--- src/rtl/clk_phase_tracker_if.sv ---
// clk_phase_tracker_if
//   Bundle between the CPU phase-clock generator and the phase tracker.
//   master : drives CLK_FETCH / CLK_ALU and observes the tracker status.
//   slave  : the tracker; samples the phase clocks and drives the status.
//   Signals:
//     CLK_FETCH, CLK_ALU : phase clocks (change on CLOCK negedge)
//     PHASE              : reconstructed 3-bit machine phase
//     LOCKED             : tracker is locked to the 8-cycle pattern
//     FETCH_START        : one-cycle pulse at accepted phase 3 in lock
//     ERR                : one-cycle pulse on a pattern mismatch
//     ERR_CNT            : saturating error count
//     INSTR_CNT          : wrapping fetch-start count
interface clk_phase_tracker_if #(
  parameter int ERR_W = 4,
  parameter int CNT_W = 16
);
  logic             CLK_FETCH;
  logic             CLK_ALU;
  logic [2:0]       PHASE;
  logic             LOCKED;
  logic             FETCH_START;
  logic             ERR;
  logic [ERR_W-1:0] ERR_CNT;
  logic [CNT_W-1:0] INSTR_CNT;

  modport master (
    output CLK_FETCH, CLK_ALU,
    input  PHASE, LOCKED, FETCH_START, ERR, ERR_CNT, INSTR_CNT
  );

  modport slave (
    input  CLK_FETCH, CLK_ALU,
    output PHASE, LOCKED, FETCH_START, ERR, ERR_CNT, INSTR_CNT
  );
endinterface

--- src/rtl/clk_phase_tracker.sv ---
// clk_phase_tracker
//   Receiving end of the CPU phase-clock interface. Samples CLK_FETCH and
//   CLK_ALU on every CLOCK posedge, reconstructs the 8-cycle machine phase,
//   reports lock, fetch-start pulses and an instruction count, and flags any
//   departure from the legal phase pattern.
//   Ports:
//     CLOCK : system clock, all state changes on posedge
//     RESET : synchronous, active-high reset
//     bus   : clk_phase_tracker_if.slave (phase clocks in, status out)
//
//   Legal (FETCH,ALU) pattern: p0=(0,1) p1,p2=(0,0) p3..p6=(1,0) p7=(0,0)
//
//   state | meaning
//   ------+---------------------------------------------------------------
//   HUNT  | waiting for an ALU rising edge with FETCH low (frame start)
//   SYNC  | following the pattern, counting clean frames toward lock
//   LOCK  | locked; emits FETCH_START at phase 3 and counts instructions
module clk_phase_tracker #(
  parameter int LOCK_FRAMES = 1,
  parameter int ERR_W       = 4,
  parameter int CNT_W       = 16
) (
  input logic              CLOCK,
  input logic              RESET,
  clk_phase_tracker_if.slave bus
);

  typedef enum logic [1:0] {
    HUNT = 2'd0,
    SYNC = 2'd1,
    LOCK = 2'd2
  } state_t;

  localparam logic [3:0]       LAST_FRAME = 4'(LOCK_FRAMES - 1);
  localparam logic [ERR_W-1:0] ERR_MAX    = '1;

  state_t           state;
  logic [2:0]       phase_q;
  logic             locked_q;
  logic             fetch_start_q;
  logic             err_q;
  logic [ERR_W-1:0] err_cnt_q;
  logic [CNT_W-1:0] instr_cnt_q;
  logic             prev_alu;
  logic [3:0]       frame_cnt;

  logic [2:0] exp_phase;
  logic       exp_fetch;
  logic       exp_alu;
  logic       match;
  logic       start;

  always_comb begin
    exp_phase = phase_q + 3'd1;
    exp_fetch = (exp_phase >= 3'd3) && (exp_phase <= 3'd6);
    exp_alu   = (exp_phase == 3'd0);
    match     = (bus.CLK_FETCH == exp_fetch) && (bus.CLK_ALU == exp_alu);
    start     = bus.CLK_ALU && !prev_alu && !bus.CLK_FETCH;
  end

  always_ff @(posedge CLOCK) begin
    if (RESET) begin
      state         <= HUNT;
      phase_q       <= 3'd0;
      locked_q      <= 1'b0;
      fetch_start_q <= 1'b0;
      err_q         <= 1'b0;
      err_cnt_q     <= '0;
      instr_cnt_q   <= '0;
      prev_alu      <= 1'b0;
      frame_cnt     <= 4'd0;
    end else begin
      prev_alu      <= bus.CLK_ALU;
      fetch_start_q <= 1'b0;
      err_q         <= 1'b0;
      case (state)
        HUNT: begin
          phase_q  <= 3'd0;
          locked_q <= 1'b0;
          if (start) begin
            frame_cnt <= 4'd0;
            state     <= SYNC;
          end
        end
        SYNC, LOCK: begin
          if (match) begin
            phase_q <= exp_phase;
            if (state == SYNC && exp_phase == 3'd7) begin
              if (frame_cnt == LAST_FRAME) begin
                frame_cnt <= 4'd0;
                locked_q  <= 1'b1;
                state     <= LOCK;
              end else begin
                frame_cnt <= frame_cnt + 4'd1;
              end
            end
            if (state == LOCK && exp_phase == 3'd3) begin
              fetch_start_q <= 1'b1;
              instr_cnt_q   <= instr_cnt_q + 1'b1;
            end
          end else begin
            err_q     <= 1'b1;
            locked_q  <= 1'b0;
            frame_cnt <= 4'd0;
            phase_q   <= 3'd0;
            if (err_cnt_q != ERR_MAX) err_cnt_q <= err_cnt_q + 1'b1;
            // A mismatching sample that is itself a frame start realigns
            // straight into SYNC instead of waiting another frame in HUNT.
            state <= start ? SYNC : HUNT;
          end
        end
        default: begin
          state     <= HUNT;
          phase_q   <= 3'd0;
          locked_q  <= 1'b0;
          frame_cnt <= 4'd0;
        end
      endcase
    end
  end

  assign bus.PHASE       = phase_q;
  assign bus.LOCKED      = locked_q;
  assign bus.FETCH_START = fetch_start_q;
  assign bus.ERR         = err_q;
  assign bus.ERR_CNT     = err_cnt_q;
  assign bus.INSTR_CNT   = instr_cnt_q;

endmodule

--- src/flat_wrapper.sv ---
// flat-port wrapper written by rule: the top's interface ports become plain ports
module clk_phase_tracker_flat 
#(
  parameter int LOCK_FRAMES = 1,
  parameter int ERR_W       = 4,
  parameter int CNT_W       = 16
)
  (CLOCK, RESET, bus_CLK_FETCH, bus_CLK_ALU, bus_PHASE, bus_LOCKED, bus_FETCH_START, bus_ERR, bus_ERR_CNT, bus_INSTR_CNT);
  clk_phase_tracker_if #(.ERR_W(ERR_W), .CNT_W(CNT_W)) bus_i ();
  input logic CLOCK;
  input logic RESET;
  input wire logic [$bits(bus_i.CLK_FETCH)-1:0] bus_CLK_FETCH;
  input wire logic [$bits(bus_i.CLK_ALU)-1:0] bus_CLK_ALU;
  output wire logic [$bits(bus_i.PHASE)-1:0] bus_PHASE;
  output wire logic [$bits(bus_i.LOCKED)-1:0] bus_LOCKED;
  output wire logic [$bits(bus_i.FETCH_START)-1:0] bus_FETCH_START;
  output wire logic [$bits(bus_i.ERR)-1:0] bus_ERR;
  output wire logic [$bits(bus_i.ERR_CNT)-1:0] bus_ERR_CNT;
  output wire logic [$bits(bus_i.INSTR_CNT)-1:0] bus_INSTR_CNT;
  assign bus_i.CLK_FETCH = bus_CLK_FETCH;
  assign bus_i.CLK_ALU = bus_CLK_ALU;
  assign bus_PHASE = bus_i.PHASE;
  assign bus_LOCKED = bus_i.LOCKED;
  assign bus_FETCH_START = bus_i.FETCH_START;
  assign bus_ERR = bus_i.ERR;
  assign bus_ERR_CNT = bus_i.ERR_CNT;
  assign bus_INSTR_CNT = bus_i.INSTR_CNT;
  clk_phase_tracker #(.LOCK_FRAMES(LOCK_FRAMES), .ERR_W(ERR_W), .CNT_W(CNT_W)) u_core (.CLOCK(CLOCK), .RESET(RESET), .bus(bus_i));
endmodule
--- config.mk ---
export PLATFORM = sky130hd
export DESIGN_NAME = clk_phase_tracker_flat
export DESIGN_NICKNAME = d
export VERILOG_FILES = /design/src/rtl/clk_phase_tracker_if.sv /design/src/rtl/clk_phase_tracker.sv /design/src/flat_wrapper.sv
export SDC_FILE = /design/constraint.sdc
export NUM_CORES = 1
export LEC_CHECK = 0
export ABC_CLOCK_PERIOD_IN_PS = 7300
export CORE_UTILIZATION = 50
export DETAILED_ROUTE_END_ITERATION = 8
export MAX_ROUTING_LAYER = met4
export PLACE_DENSITY = 0.85
export SYNTH_ARGS = -nofsm -noshare
export SYNTH_HDL_FRONTEND = slang
export SYNTH_SLANG_ARGS = --single-unit
--- constraint.sdc ---
create_clock -name CLOCK -period 7.3 [get_ports CLOCK]
set_input_delay 1.46 -clock CLOCK [delete_from_list [all_inputs] [get_ports CLOCK]]
set_output_delay 1.46 -clock CLOCK [all_outputs]
set_load 0.01 [all_outputs]
==> results of run 1 <==
-- placed cells by master (no fill, tap or decap), types with 5 or more instances in the layout --
cell	synthesis	layout
clkdlybuf4s50_1	0	29
xnor2_1	11	11
nand4_1	6	6
nand3_1	9	9
clkbuf_4	0	5
nor2_1	33	33
xor2_1	8	8
inv_1	11	11
dfxtp_1	33	33
nand2_1	11	11
ha_1	12	12
nor3_1	5	5
-- registers in the layout, indices dropped and copies added (netlist names) --
| signal | flops |
|---|---|
| u_core.bus.PHASE | 3 |
| u_core.prev_alu | 1 |
| u_core.frame_cnt | 4 |
| u_core.bus.ERR_CNT | 4 |
| u_core.bus.LOCKED | 1 |
| u_core.bus.ERR | 1 |
| u_core.bus.INSTR_CNT | 16 |
| u_core.state | 2 |
| u_core.bus.FETCH_START | 1 |
-- stage by stage --
step / instances / hold WS, ns / power [W]
after floorplan: 188 / 0.457 / 0.000286
after global placement: 256 / 0.471 / 0.000316
after detailed placement: 256 / 0.476 / 0.000320
after CTS: 264 / 0.490 / 0.000418
after global routing: 264 / 0.539 / 0.000440
final: 264 / 0.492 / 0.000417
-- routing by layer --
layer / GRT usage / part of all wire
met1: 0.268 / 0.49
met2: 0.302 / 0.44
met3: 0.0681 / 0.051
met4: 0.0918 / 0.016
met5: - / 0
-- critical path, stage by stage --
cell,delay (ns)
clkdlybuf4s50_1,0.48
xnor2_1,0.40
nand2b_1,0.10
mux2_4,0.37
or3b_1,0.49
o22ai_1,0.19
a22o_1,0.17
-- final timing paths --
kind,start,slack [ns],to,cells past startpoint
worst max register to register,u_core.bus.PHASE[0]$_SDFF_PP0_,4.60,u_core.bus.INSTR_CNT[13]$_SDFFE_PP0P_,8
worst min register to register,u_core.frame_cnt[1]$_SDFFE_PP0P_,0.49,u_core.frame_cnt[1]$_SDFFE_PP0P_,2
worst max-delay path,bus_CLK_ALU,3.92,u_core.frame_cnt[2]$_SDFFE_PP0P_,7
worst min-delay path,u_core.frame_cnt[1]$_SDFFE_PP0P_,0.49,u_core.frame_cnt[1]$_SDFFE_PP0P_,2
-- layout make-up --
class | count | share of cell area
tap | 44 | 0.0276
sequential | 33 | 0.331
clock buffer | 8 | 0.0245
timing repair buffer | 29 | 0.145
inverter | 11 | 0.0207
multi-input combinational | 139 | 0.451
-- kinds of logic after synthesis --
logic type                 synth area share
AOI/OAI and AO/OA                    0.0803
xor gates and xnor gates              0.103
adders and majority gates            0.0926
buffers and inverters                0.0378
DFF                                   0.407
muxes                                0.0154
and+or+nand+nor                       0.264
-- where the power goes --
part           switching [W]  internal, W  total [W]  leakage [nW]
clock network      0.0000618    0.0000383   0.000100        0.0265
registers          0.0000106     0.000192   0.000203         0.267
logic              0.0000645    0.0000494   0.000114         0.424
total               0.000137     0.000280   0.000417         0.717
==> results.md, run 1 <==
* Postcts setup bufs at 0
* Drt via density at 5.25
* Worst setup path category: in2reg
* Longest Clk Path Bufs at 2
* Number of port buffers at 29
* Antenna-violating nets left at 0
* Hold_buf cts at 0
* Reg area at between 600 and 700 µm²
* Routed WL at 3260 µm
* Top cells by area, synth: dfxtp_1 (41%), ha_1 (9.3%), nor2_1 (7.6%)
* Setup TNS at 0 ns
* Crit. End Element: flip-flop
* Fill cell count at ~280
* Slew Viols, Final at 0
* Placed cell area at 1950 µm²
* Largest net degree at the start of global routing at 31
* Unique masters post-synth at 35
* WP data arrival at 3.68 ns
* Max frequency at 296 MHz
* Syn_nets at 204
* Die H at 59.0 µm
* Hold violation count in the final report at 0
* Critical path required time at 7.60 ns
* GPL Wtd Cong at 0.828
* Peak supply drop at 171 µV
* Die area at 3480 µm²
* End-of-flow core utilization at 0.654
* Final nets at 235
* Count of final setup violators at 0
* Synth cell count leaders: dfxtp_1 (33), nor2_1 (33), ha_1 (12)
* DR DRC count at 0
* Synth Instances at 188
* Relative slew slack at 0.273
* Status: finished, final reports clean
* Final period util at 0.462
* Slew @ Worst Pin at 1.09 ns
* Post-cts resize count at 0
* Diodes inserted at 0
* Crit path launch type: primary input
* Area occupied by multi-input gates at 900 µm²
* Starting Density at 0.531
* Unrepaired setup endpoints after global routing: no
* Worst-path clk slew at 0.10 ns
* Yosys top cell area share at 0.407
* Syn_area_per_cell at 8.63 µm²
* Final instance area at 2000 µm²
* Clock skew at 0.00567 ns
* Register area share after synthesis at 0.407
* Die Span X at between 50 and 60 µm
* Pwr Density at 209 nW/µm²
* Dominant cell type by area after synthesis: dfxtp_1
* Seq cells post-synth at 33
* DR WL/cell at between 10 and 15 µm
* Pre-CTS WS at approximately 3.6 ns
* 1st-pass router iterations at 4
* CTS H-tree lvls at 2
* Clk_lat worst skew at 0.35 ns
* GR Overflow Total at 0
* Total CTS buffers at 5
* HP Class: reg2reg
* Initial DRC Count at 37
* CTS root buf: clkbuf_4
* Leakage power total at 0.717 nW
* Ports at 30
* Number of cell rows at 20
* Crit path max fanout at 18
* Async set-reset flop share out of synthesis at 0
* Total GRT Usage at 0.210
* Antenna violations before repair at 0
* Post-route minimum period at about 3.4 ns
* Layout cells sized above 1 at 0.0273
* Area delta synth->final at 23.1%
* Max-cap viol count at 0
* HPWL Detailed at 2270 µm
* EDFF count, synth at 0
* Netlist Area Pre-Place at ~1600 µm²
* First-pass GRT wire length at 5150 µm
* Clock sinks at 33
* Crit path setup slack, layout at around 3.9 ns
* Vias in the first global route at 1,165
* CTS tree: done
* Primary flip-flop cell chosen by synthesis mapping: dfxtp_1
* Yosys warns at 0
* Via count at 1,385
* Core Area at approximately 3000 µm²
Power figures use the tool's default switching activity.
==> run 2: changes to the inputs <==
--- a/config.mk
+++ b/config.mk
@@ -5,11 +5,11 @@
 export SDC_FILE = /design/constraint.sdc
 export NUM_CORES = 1
 export LEC_CHECK = 0
-export ABC_CLOCK_PERIOD_IN_PS = 7300
-export CORE_UTILIZATION = 50
+export ABC_CLOCK_PERIOD_IN_PS = 3000
+export CORE_UTILIZATION = 46
 export DETAILED_ROUTE_END_ITERATION = 8
 export MAX_ROUTING_LAYER = met4
-export PLACE_DENSITY = 0.85
+export PLACE_DENSITY = 0.82
 export SYNTH_ARGS = -nofsm -noshare
 export SYNTH_HDL_FRONTEND = slang
 export SYNTH_SLANG_ARGS = --single-unit
==> constraint.sdc (replaced) <==
create_clock -name CLOCK -period 3 [get_ports CLOCK]
set_input_delay 0.6 -clock CLOCK [delete_from_list [all_inputs] [get_ports CLOCK]]
set_output_delay 0.6 -clock CLOCK [all_outputs]
set_load 0.01 [all_outputs]
==> run 2 against run 1 <==
  * Clock skew is essentially flat
  * Highest routed layer unchanged
  * Critical endpoint unchanged
  * Count of clock-buffer cells in the layout shrank 2
  * Flip-flop and latch count is the same
  * Critical path depth is the same
  * Setup slack lost 3.6 ns
==> results.md, run 2 (synthesis results as in run 1) <==
* Status: finished, final reports clean (unchanged)
* Critical path required time at 3.23 ns (was 7.60 ns)
* Vias in the first global route at 1,248 (was 1,165)
* Crit. End Element: flip-flop (unchanged)
* Core Area at 3360 µm² (was 3050 µm²)
* Die Span X at 61.4 µm (was 59.0 µm)
* Count of final setup violators at 0 (unchanged)
* Die area at 3770 µm² (was 3480 µm²)
* CTS root buf: clkbuf_4 (unchanged)
* Final period util at 0.893
* Hold violation count in the final report at 0 (unchanged)
* Unrepaired setup endpoints after global routing: no (unchanged)
* Relative slew slack at 0.606 (was 0.273)
* Clock skew at 0.00568 ns (was 0.00567 ns)
* Total CTS buffers at 5 (unchanged)
* DR DRC count at 0 (unchanged)
* Placed Instances at 261 (was 256)
* CTS tree: done (unchanged)
* Peak supply drop at 261 µV (was 171 µV)
* Routed WL at 3380 µm (was 3260 µm)
* Area delta synth->final at 24.8% (was 23.1%)
* Longest Clk Path Bufs at 2 (unchanged)
* Worst-path clk slew at 0.09 ns (was 0.10 ns)
* First-pass GRT wire length at 5260 µm (was 5150 µm)
* Clk_lat worst skew at 0.33 ns (was 0.35 ns)
* Crit path launch type: flip-flop (was primary input)
* Reg2reg start: u_core.bus.PHASE[0]$_SDFF_PP0_ (unchanged)
* Postcts setup bufs at 0 (unchanged)
* Number of port buffers at 29 (unchanged)
* Max reg flops at 16 (unchanged)
* Largest net degree at the start of global routing at 30 (was 31)
* Pre-CTS WS at 0.181 ns (was 3.59 ns)
* Power, Total at 0.00102 W (was 0.000417 W)
* Antenna violations before repair at 0 (unchanged)
* DR WL/cell at 12.6 µm (was 12.3 µm)
* Setup TNS at 0 ns (unchanged)
* HP Class: reg2reg (unchanged)
* Initial DRC Count at 89 (was 37)
* Worst setup path category: reg2reg (was in2reg)
* Final cell count without fillers at 269 (was 264)
* Antenna-violating nets left at 0 (unchanged)
* Via count at 1,415 (was 1,385)
* Max frequency at 373 MHz
* Number of cell rows at 21 (was 20)
* Crit path max fanout at 18 (unchanged)
* Fill cell count at 335 (was 281)
* Hold_buf cts at 0 (unchanged)
* 1st-pass router iterations at 4 (unchanged)
* FF-to-FF setup slack at 0.32 ns (was 4.60 ns)
* GR Overflow Total at 0 (unchanged)
* Die H at 61.4 µm (was 59.0 µm)
* Clock sinks at 33 (unchanged)
* Max-cap viol count at 0 (unchanged)
* Leakage power total at 0.736 nW (was 0.717 nW)
* End-of-flow core utilization at 0.602 (was 0.654)
* Final nets at 238 (was 235)
* Slew Viols, Final at 0 (unchanged)
* GPL Wtd Cong at 0.770 (was 0.828)
* Crit path setup slack, layout at 0.321 ns (was 3.92 ns)
* FF-to-FF End: u_core.frame_cnt[2]$_SDFFE_PP0P_ (was u_core.bus.INSTR_CNT[13]$_SDFFE_PP0P_)
* Post-cts resize count at 0 (unchanged)
* Setup crit start: u_core.bus.PHASE[0]$_SDFF_PP0_ (was bus_CLK_ALU)
* Drt via density at 5.26 (was 5.25)
* Starting Density at 0.482 (was 0.531)
* HPWL Detailed at 2400 µm (was 2270 µm)
* Diodes inserted at 0 (unchanged)
* Commonest cells after routing, fill and taps aside: nor2_1 (33), dfxtp_1 (33), clkdlybuf4s50_1 (29), ha_1 (12) (unchanged)
* Reg2Reg Depth at 7 (was 8)
* Pwr Density at 502 nW/µm² (was 209 nW/µm²)
* Ports at 30 (unchanged)
* Slew @ Worst Pin at 0.590 ns (was 1.09 ns)
* WP data arrival at 2.91 ns (was 3.68 ns)
* CTS H-tree lvls at 2 (unchanged)
* Layout cells sized above 1 at 0.0493 (was 0.0273)
* Crit path capture: u_core.frame_cnt[2]$_SDFFE_PP0P_ (unchanged)
* Total GRT Usage at 0.199 (was 0.210)
* Post-route minimum period at approximately 2.7 ns
run 2: routing by layer:
metal	up-vias	part of all wire	routed length, µm	global-route usage
li1	710	-	-	-
met1	661	0.46	1560	0.238
met2	36	0.48	1610	0.320
met3	8	0.041	140	0.0441
met4	0	0.018	62	0.0889
met5	-	0	0	-
run 2: worst min-delay path by stage:
stage | start | end | slack (ns) | cells past startpoint
after global placement | u_core.frame_cnt[1]$_SDFFE_PP0P_ | u_core.frame_cnt[1]$_SDFFE_PP0P_ | 0.47 | 2
final | u_core.frame_cnt[1]$_SDFFE_PP0P_ | u_core.frame_cnt[1]$_SDFFE_PP0P_ | 0.49 | 2
after detailed placement | u_core.bus.LOCKED$_SDFFE_PP0P_ | u_core.bus.LOCKED$_SDFFE_PP0P_ | 0.47 | 2
after floorplan | u_core.frame_cnt[1]$_SDFFE_PP0P_ | u_core.frame_cnt[1]$_SDFFE_PP0P_ | 0.46 | 2
after CTS | u_core.frame_cnt[1]$_SDFFE_PP0P_ | u_core.frame_cnt[1]$_SDFFE_PP0P_ | 0.49 | 2
after global routing | u_core.frame_cnt[1]$_SDFFE_PP0P_ | u_core.frame_cnt[1]$_SDFFE_PP0P_ | 0.53 | 2
run 2: where the power goes:
part / switching [W] / internal (W) / total (W) / leakage (nW)
clock: 0.000147 / 0.0000891 / 0.000236 / 0.0320
combinational: 0.000164 / 0.000124 / 0.000288 / 0.437
sequential: 0.0000248 / 0.000467 / 0.000492 / 0.267
run 2: through the flow:
stage	hold WS [ns]	cell area, µm²
after floorplan	0.457	1620
after global placement	0.474	1970
after detailed placement	0.475	1970
after CTS	0.489	2020
after global routing	0.529	2020
final	0.491	2020
run 2: layout make-up:
| cell class | count | area [µm²] | area share |
|---|---|---|---|
| Clock buffer | 6 | 41.3 | 0.0204 |
| Clock inverter | 2 | 10.0 | 0.00495 |
| Inverter | 11 | 41.3 | 0.0204 |
| Multi-Input combinational cell | 139 | 900 | 0.445 |
| Sequential cell | 33 | 661 | 0.327 |
| Tap cell | 46 | 57.6 | 0.0284 |
| Timing Repair Buffer | 32 | 313 | 0.155 |
run 2: critical path: stages, from the launching register on:
cell	delay [ns]
dfxtp_1	0.37
ha_1	0.22
ha_1	0.36
o32a_1	0.41
mux2_4	0.41
o21ai_0	0.46
nor2_1	0.14
a22o_1	0.21
==> run 3: changes to the inputs <==
--- a/config.mk
+++ b/config.mk
@@ -10,6 +10,7 @@
 export DETAILED_ROUTE_END_ITERATION = 8
 export MAX_ROUTING_LAYER = met4
 export PLACE_DENSITY = 0.82
+export SKIP_CTS_REPAIR_TIMING = 1
 export SYNTH_ARGS = -nofsm -noshare
 export SYNTH_HDL_FRONTEND = slang
 export SYNTH_SLANG_ARGS = --single-unit
==> results of run 3 <==
The final DEF is identical to that of run 2; final timing and power are the same.
